--- src/rtl/ika9958_cgen_pkg.sv ---
// Shared definitions for the multi-channel clock-enable generator:
// channel limits, default divisor width, run/stop state and half-period helper.
package ika9958_cgen_pkg;

   localparam int NCH_MAX = 8;
   localparam int DW_DEF  = 4;
   localparam int DW_MAX  = 16;

   typedef enum logic {
      CH_STOP = 1'b0,
      CH_RUN  = 1'b1
   } ch_state_e;

   // High-phase length H = ceil(P/2) for a latched divisor dl (P = dl + 1).
   function automatic logic [DW_MAX:0] half_period(input logic [DW_MAX-1:0] dl);
      logic [DW_MAX:0] p;
      p = {1'b0, dl} + (DW_MAX + 1)'(1);
      return p - (p >> 1);
   endfunction

endpackage

--- src/rtl/ika9958_cen_gen_ch.sv ---
// One divided-clock channel: phase counter, latched divisor, clock level,
// edge-enable pulses and sticky sync-alignment error flag.
module ika9958_cen_gen_ch
   import ika9958_cgen_pkg::*;
#(
   parameter int DW = DW_DEF
) (
   input  logic          i_XTAL1,
   input  logic          i_RST,
   input  logic          i_CEN,
   input  logic [DW-1:0] i_DIV,
   input  logic          i_SYNC_EV,
   input  logic          i_SYNC_EN,
   input  logic          i_ERR_CLR,
   output logic          o_CLK,
   output logic          o_PCEN,
   output logic          o_NCEN,
   output logic          o_ALIGN_ERR
);

   logic [DW-1:0] cnt_q, cnt_d;
   logic [DW-1:0] dl_q,  dl_d;
   logic          clk_q, clk_d;
   logic          err_q, err_d;

   ch_state_e     state;
   logic [DW:0]   per;
   logic [DW:0]   half;
   logic [DW:0]   half_full_lo;
   logic [DW_MAX:0] half_full;
   logic [DW-1:0] cnt_inc;
   logic          div_nz;
   logic          at_top;
   logic          force_sync;
   logic          wrap;
   logic          align_set;

   assign state      = (dl_q != '0) ? CH_RUN : CH_STOP;
   assign per        = {1'b0, dl_q} + (DW + 1)'(1);
   assign half_full  = half_period(DW_MAX'(dl_q));
   assign half_full_lo = half_full[DW:0];
   assign half       = half_full_lo;
   assign cnt_inc    = cnt_q + DW'(1);
   assign div_nz     = (i_DIV != '0);
   assign at_top     = (cnt_q == dl_q);
   assign force_sync = i_SYNC_EV & i_SYNC_EN;
   assign wrap       = at_top | force_sync;
   // A sync edge landing anywhere except the natural wrap point means drift.
   assign align_set  = i_CEN & (state == CH_RUN) & force_sync & ~at_top;

   always_ff @(posedge i_XTAL1 or posedge i_RST) begin
      if (i_RST) begin
         cnt_q <= '0;
         dl_q  <= '0;
         clk_q <= 1'b0;
         err_q <= 1'b0;
      end else begin
         cnt_q <= cnt_d;
         dl_q  <= dl_d;
         clk_q <= clk_d;
         err_q <= err_d;
      end
   end

   always_comb begin
      cnt_d = cnt_q;
      dl_d  = dl_q;
      clk_d = clk_q;
      err_d = err_q;
      if (i_CEN) begin
         case (state)
            CH_STOP: begin
               if (div_nz) begin
                  dl_d  = i_DIV;
                  cnt_d = '0;
                  clk_d = 1'b1;
               end
            end
            CH_RUN: begin
               if (wrap) begin
                  // Divisor is only sampled here, so a running period never gets cut short.
                  dl_d  = i_DIV;
                  cnt_d = '0;
                  clk_d = div_nz;
               end else begin
                  cnt_d = cnt_inc;
                  clk_d = ({1'b0, cnt_inc} < half);
               end
            end
            default: ;
         endcase
         if (align_set) begin
            err_d = 1'b1;
         end else if (i_ERR_CLR) begin
            err_d = 1'b0;
         end
      end
   end

   always_comb begin
      o_PCEN = 1'b0;
      o_NCEN = 1'b0;
      if (i_CEN && !i_RST) begin
         case (state)
            CH_STOP: o_PCEN = div_nz;
            CH_RUN: begin
               o_PCEN = wrap & div_nz;
               o_NCEN = ({1'b0, cnt_q} == (half - (DW + 1)'(1))) && (half < per);
            end
            default: ;
         endcase
      end
   end

   assign o_CLK       = clk_q;
   assign o_ALIGN_ERR = err_q;

endmodule

--- src/rtl/ika9958_cen_gen.sv ---
// Multi-channel clock-enable generator: shared sync-edge detector feeding
// NCH independent divided-clock channels.
module ika9958_cen_gen
   import ika9958_cgen_pkg::*;
#(
   parameter int NCH = 3,
   parameter int DW  = DW_DEF
) (
   input  logic              i_XTAL1,
   input  logic              i_RST,
   input  logic              i_CEN,
   input  logic [NCH*DW-1:0] i_DIV,
   input  logic              i_SYNC_n,
   input  logic [NCH-1:0]    i_SYNC_MASK,
   input  logic              i_ERR_CLR,
   output logic [NCH-1:0]    o_CLK,
   output logic [NCH-1:0]    o_PCEN,
   output logic [NCH-1:0]    o_NCEN,
   output logic [NCH-1:0]    o_ALIGN_ERR
);

   logic sync_q;
   logic sync_d;
   logic sync_ev;

   always_ff @(posedge i_XTAL1 or posedge i_RST) begin
      if (i_RST) begin
         sync_q <= 1'b1;
      end else begin
         sync_q <= sync_d;
      end
   end

   assign sync_d  = i_CEN ? i_SYNC_n : sync_q;
   // Falling edge of the master chip's clock, seen only on enabled cycles.
   assign sync_ev = i_CEN & sync_q & ~i_SYNC_n;

   generate
      for (genvar gi = 0; gi < NCH; gi++) begin : g_ch
         ika9958_cen_gen_ch #(
            .DW (DW)
         ) u_ch (
            .i_XTAL1     (i_XTAL1),
            .i_RST       (i_RST),
            .i_CEN       (i_CEN),
            .i_DIV       (i_DIV[gi*DW +: DW]),
            .i_SYNC_EV   (sync_ev),
            .i_SYNC_EN   (i_SYNC_MASK[gi]),
            .i_ERR_CLR   (i_ERR_CLR),
            .o_CLK       (o_CLK[gi]),
            .o_PCEN      (o_PCEN[gi]),
            .o_NCEN      (o_NCEN[gi]),
            .o_ALIGN_ERR (o_ALIGN_ERR[gi])
         );
      end
   endgenerate

endmodule

--- config.mk ---
export PLATFORM = sky130hd
export DESIGN_NAME = ika9958_cen_gen
export DESIGN_NICKNAME = d
export VERILOG_FILES = /design/src/rtl/ika9958_cgen_pkg.sv /design/src/rtl/ika9958_cen_gen_ch.sv /design/src/rtl/ika9958_cen_gen.sv
export SDC_FILE = /design/constraint.sdc
export NUM_CORES = 1
export LEC_CHECK = 0
export ABC_AREA = 1
export CORE_MARGIN = 2
export CORE_UTILIZATION = 50
export CTS_BUF_LIST = sky130_fd_sc_hd__clkbuf_4 sky130_fd_sc_hd__clkbuf_8
export DETAILED_ROUTE_END_ITERATION = 8
export PLACE_DENSITY = 0.69
export SYNTH_ARGS = -nofsm -noshare
export SYNTH_HDL_FRONTEND = slang
export SYNTH_SLANG_ARGS = --single-unit
--- constraint.sdc ---
create_clock -name i_XTAL1 -period 4.01 [get_ports i_XTAL1]
set_input_delay 1.203 -clock i_XTAL1 [delete_from_list [all_inputs] [get_ports i_XTAL1]]
set_output_delay 1.203 -clock i_XTAL1 [all_outputs]
set_load 0.02 [all_outputs]
Word-level counts from Yosys, hierarchy flattened --
Cells that the tools add are included.
Word-level totals: memory bits (writable) 0, bits of input ports 20, register bits 31, memories kept 0, memory bits (read-only) 0, latch bits 0, output and inout bits 12, word-level logic and storage cells 142
Operators by class: $lt $le $gt $ge 6, equality and inequality tests 12, reduce and logical (&&, ||, !) cells 23, div/mod/pow operators 0, add/subtract/negate cells 15, mux-type cells 46, bitwise gates (word level) 27, shift-type cells 0, $mul 0
Operators by type and width (number):
- $mux 4 | 12
- $pmux 4 s2 | 6
- $add 4x1->5 const B | 6
- $reduce_bool 4->1 | 6
- $mux 1 | 22
- $and 1x1->1 | 17
- $eq 4x5->1 | 3
- $lt 4x5->1 | 3
- $lt 5x5->1 | 3
- $sub 5x1->5 const B | 3
- $sub 5x5->5 | 3
- $add 4x1->4 const B | 3
- $eq 4x4->1 | 3
- $pmux 1 s2 | 6
- $reduce_and 2->1 | 6
- $reduce_and 3->1 | 3
- $not 1->1 | 7
- $ne 2x1->1 const B | 3
- $ne 2x2->1 const B | 3
- $reduce_bool 2->1 | 3
- $logic_and 1x1->1 | 4
- $or 1x1->1 | 3
- $logic_not 1->1 | 1

Longest topological paths before layout --
depth in word-level cells 7, depth in mapped cells 20, gate-level depth less buffers 20

Modules after synthesis --
A second synthesis with hierarchy kept.
Unflattened totals: cell total of the unflattened synthesis 533, area, all modules 3667.3 sq um
Modules (own cells, without submodules):
- ika9958_cen_gen_ch | instances 3, cells an instance 175, area each 1204.9 sq um, sequential area each 250.2 sq um
- ika9958_cen_gen | instances 1, cells an instance 8, area each 52.6 sq um, sequential area each 26.3 sq um

Least setup slack after synthesis --
Ideal clock, no wire load.
path type input to output, start in i_CEN, end out o_PCEN[1], arrival time 2.342 ns, setup slack 0.465 ns, stages 9, required time 2.807 ns, path buffers 2, cell sequence buf_2 inv_2 nor2_1 nand2_1 o21ai_1 inv_1 o21ai_1 and3_1 buf_4
On the way: word-level cells in the longest chain between the ends 7, elaborated cells on any way between the ends 8, classes of those cells 2 x mux; 5 x bitwise; 1 x reduce/logical
Ends and longest elaborated chain:
- from (decl) | RTL line ika9958_cen_gen.sv:11 | input logic i_CEN,
- $and 1x1->1 (2 in a row) | RTL line ika9958_cen_gen.sv:36 | assign sync_ev = i_CEN & sync_q & ~i_SYNC_n;
- $and 1x1->1 | RTL line ika9958_cen_gen_ch.sv:46 | assign force_sync = i_SYNC_EV & i_SYNC_EN;
- $or 1x1->1 | RTL line ika9958_cen_gen_ch.sv:47 | assign wrap = at_top | force_sync;
- $and 1x1->1 | RTL line ika9958_cen_gen_ch.sv:107 | o_PCEN = wrap & div_nz;
- $pmux 1 s2 | RTL line ika9958_cen_gen_ch.sv:104 | case (state)
- $mux 1 * | RTL line ika9958_cen_gen_ch.sv:103 | if (i_CEN && !i_RST) begin
- to (decl) | RTL line ika9958_cen_gen.sv:17 | output logic [NCH-1:0] o_PCEN,
Every way passes the cells marked *; elsewhere a longest branch is shown, timed or not.

Worst setup path in the final report --
Ends and elaborated chain as after synthesis.

==> impl_metrics.yaml <==
grt:
  gr-total-overflow: 0
  gr-usage-all-layers_pct: 21.36
  grt_antenna_before_repair: 0
  grt_max_degree: 24
  first_global_vias: 3172
  grt_pass1_wl_um: 13410
clock_network:
  clk_pin_slew_ps: 80
  htreeDepth: 2
  postCtsHoldBufs: 0
  numCtsBuffers: 5
  cts_tree: "yes"
  clock_sinks: 31
  clockBufferDepth: 2
  clock_latency_ps: 280
  root_buffer: "clkbuf_8"
synth:
  netlist_area_um2: 3508
  ys_warn_count: 0
  syn_avg_cell_area_um2: 6.826
  synth_nets: 567
  syn_inst: 514
  synth_seq_cells: 31
  synth_seq_area_share_pct: 22.15
  yosys.area_share.simple_pct: 34.88
  synth_xor_area_share_pct: 9.629
  yosysUniqueCellTypes: 39
  synthAdderAreaFrac_pct: 11.77
  synth-compound-area-share_pct: 9.558
  synth.area.mux_share_pct: 0
  synth_top_family_by_area: "simple AND/OR/NAND/NOR gates"
final_layout:
  diodes: 0
  drive_gt1_share_pct: 19.55
  final_cell_mix: "nand2_1 (121), inv_1 (68), nand3_1 (50)"
  seq_area_um2: 778.2
  multi_input_area_um2: 2395
  syn_to_final_growth_pct: 22.04
  layout_commonest_cell: "nand2_1"
  fillers: 638
  fin_area_um2: 4282
  fin_nets: 630
worst_setup_path:
  max_stage_delay_ps: 490
  critPathBufInv: 4
  crit_type: "in -> out"
  setup.worst_path.start_class: "input pin"
  cpLargestDelayFamily: "buffers and inverters"
  timing.rr.start: "g_ch[2].u_ch.dl_q[0]"
  crit_slowest_cell: "clkdlybuf4s50_1"
  critPathMostFrequentCell: "o21ai_2"
  crit_fanout: 4
  arrival_ps: 2670
  r2r_slack_ps: 1410
  crit_required_ps: 2810
  end_kind: "output port"
  r2r-end: "g_ch[2].u_ch.o_CLK"
  path_cells: "clkdlybuf4s50_1, inv_2, nor2_4, nand2_2, o21ai_2, inv_1, o21ai_2, and3_1, buf_4"
  r2r_cells: 20
  crit_path_start: "i_CEN"
sta:
  hold_viol: 0
  fin_crit_sh_pct: 96.67
  final_max_slew_viol_count: 0
  tns_ps: 0
  worst_pin_slew_ps: 534.2
  slew_headroom_pct: 64.15
  min_period_ps: 3876
  setup_violations: 0
  fin_worst_skew_ps: 4.547
  max_clock_freq_mhz: 258.0
drt:
  drtPass1Iterations: 4
  ant_nets: 0
  dr_total_vias: 3311
  wl_um: 7787
  drt-initial-drc-count: 195
  viasPerCell: 4.912
  drc: 0
  routedWlPerCell_um: 11.55
hold_path:
  hold_path_class: "reg -> reg"
  holdPathStages: 2
  holdPathEnd: "g_ch[1].u_ch.o_ALIGN_ERR"
  min_from: "g_ch[1].u_ch.o_ALIGN_ERR"
flow_run:
  cap_violations: 0
placement:
  placedInstanceArea_um2: 4093
  io_buffers: 31
  dp_hpwl_um: 6414
  gp_congestion: 0.8561
floorplan:
  row_count: 30
  fp.dieH_um: 87.77
  die_width_um: 87.77
  dieArea_um2: 7703
  initial_core_util_pct: 51.64
  coreArea_um2: 6794
  num_io_pins: 32
outcome:
  status: "completed"
-- cell type report --
cell class	instances	share of cell area, %
repair buffers	74	14.14
well taps	96	2.805
multi-input cells	389	55.93
flip-flops and latches	31	18.18
clock inverters	3	0.5552
clock buffers	5	1.607
inverters	76	6.780
-- worst max-delay path by stage --
stage,endpoint,slack [ps],cells past startpoint
2_1_floorplan,o_PCEN[1],460,9
3_3_place_gp,o_NCEN[0],-440,9
3_5_place_dp,o_NCEN[0],-440,9
4_1_cts,o_NCEN[2],10,14
5_1_grt,o_NCEN[1],-5,12
6_report,o_PCEN[1],130,9
-- synthesized netlist by cell type, drive strengths merged --
cell type,instances,area (µm²)
dfstp,1,26.28
buf,17,126.4
o22ai,5,31.28
and3,2,12.51
o21bai,7,52.55
xor2,13,140.1
ha,33,412.9
clkinv,1,3.750
o31ai,2,15.01
nor3,1,5.000
dfrtp,30,750.7
inv,75,286.5
xnor2,20,175.2
nor3b,1,7.510
or2,2,12.52
a21oi,20,100.1
nand2,145,624.3
nand4,9,62.56
nor2,43,161.4
nor4,4,25.02
nand3,54,297.8
nand3b,2,15.01
xnor3,1,22.52
o21ai,25,136.4
clkbuf,1,5.000
-- routing by layer --
metal	up-vias	share of wire (%)	track usage (%)
met1	1489	49	28.26
li1	1765	-	-
met3	10	2.9	2.733
met2	47	46	36.78
met4	0	1.4	5.734
met5	-	0	0
-- kinds of logic (layout without fill, tap and decap cells) --
| kind of cell | count (synthesis) | after routing |
|---|---|---|
| xor gates and xnor gates | 34 | 34 |
| adders and majority gates | 33 | 33 |
| AOI/OAI and AO/OA | 59 | 59 |
| DFF | 31 | 31 |
| buffers and inverters | 94 | 158 |
| and+or+nand+nor | 263 | 263 |
-- timing repair --
item / in CTS / in global routing
buffers inserted: 0 / 5
resized for setup: 24 / 20
setup endpoints to repair: 6 / 6
pin swaps: 2 / 4
-- flip-flops by register name, summed over array words and instances (netlist names) --
name / cells
g_ch.u_ch.cnt_q: 12
g_ch.u_ch.dl_q: 12
g_ch.u_ch.o_ALIGN_ERR: 3
g_ch.u_ch.o_CLK: 3
sync_q: 1
-- metrics by stage --
step           setup WS [ps]  hold WS, ps  std cells  utilization (%)
6_report               133.6        495.1        674            63.02
5_1_grt               -5.418        544.0        674            63.02
4_1_cts                14.35        507.2        669            61.79
3_5_place_dp          -438.6        484.9        661            60.24
3_3_place_gp          -444.1        491.9        661            60.24
2_1_floorplan          464.5        452.9        514                -
-- tightest hold or removal path, delay by kind of cell, from the launching register on --
family             cells  cell delay (ps)
and+or+nand+nor        1               50
AOI/OAI and AO/OA      1               60
DFF                    1              340
Power is left out: the tool's default activity adds up to more than one toggle a clock period on the data nets, which glitch-free logic cannot reach.
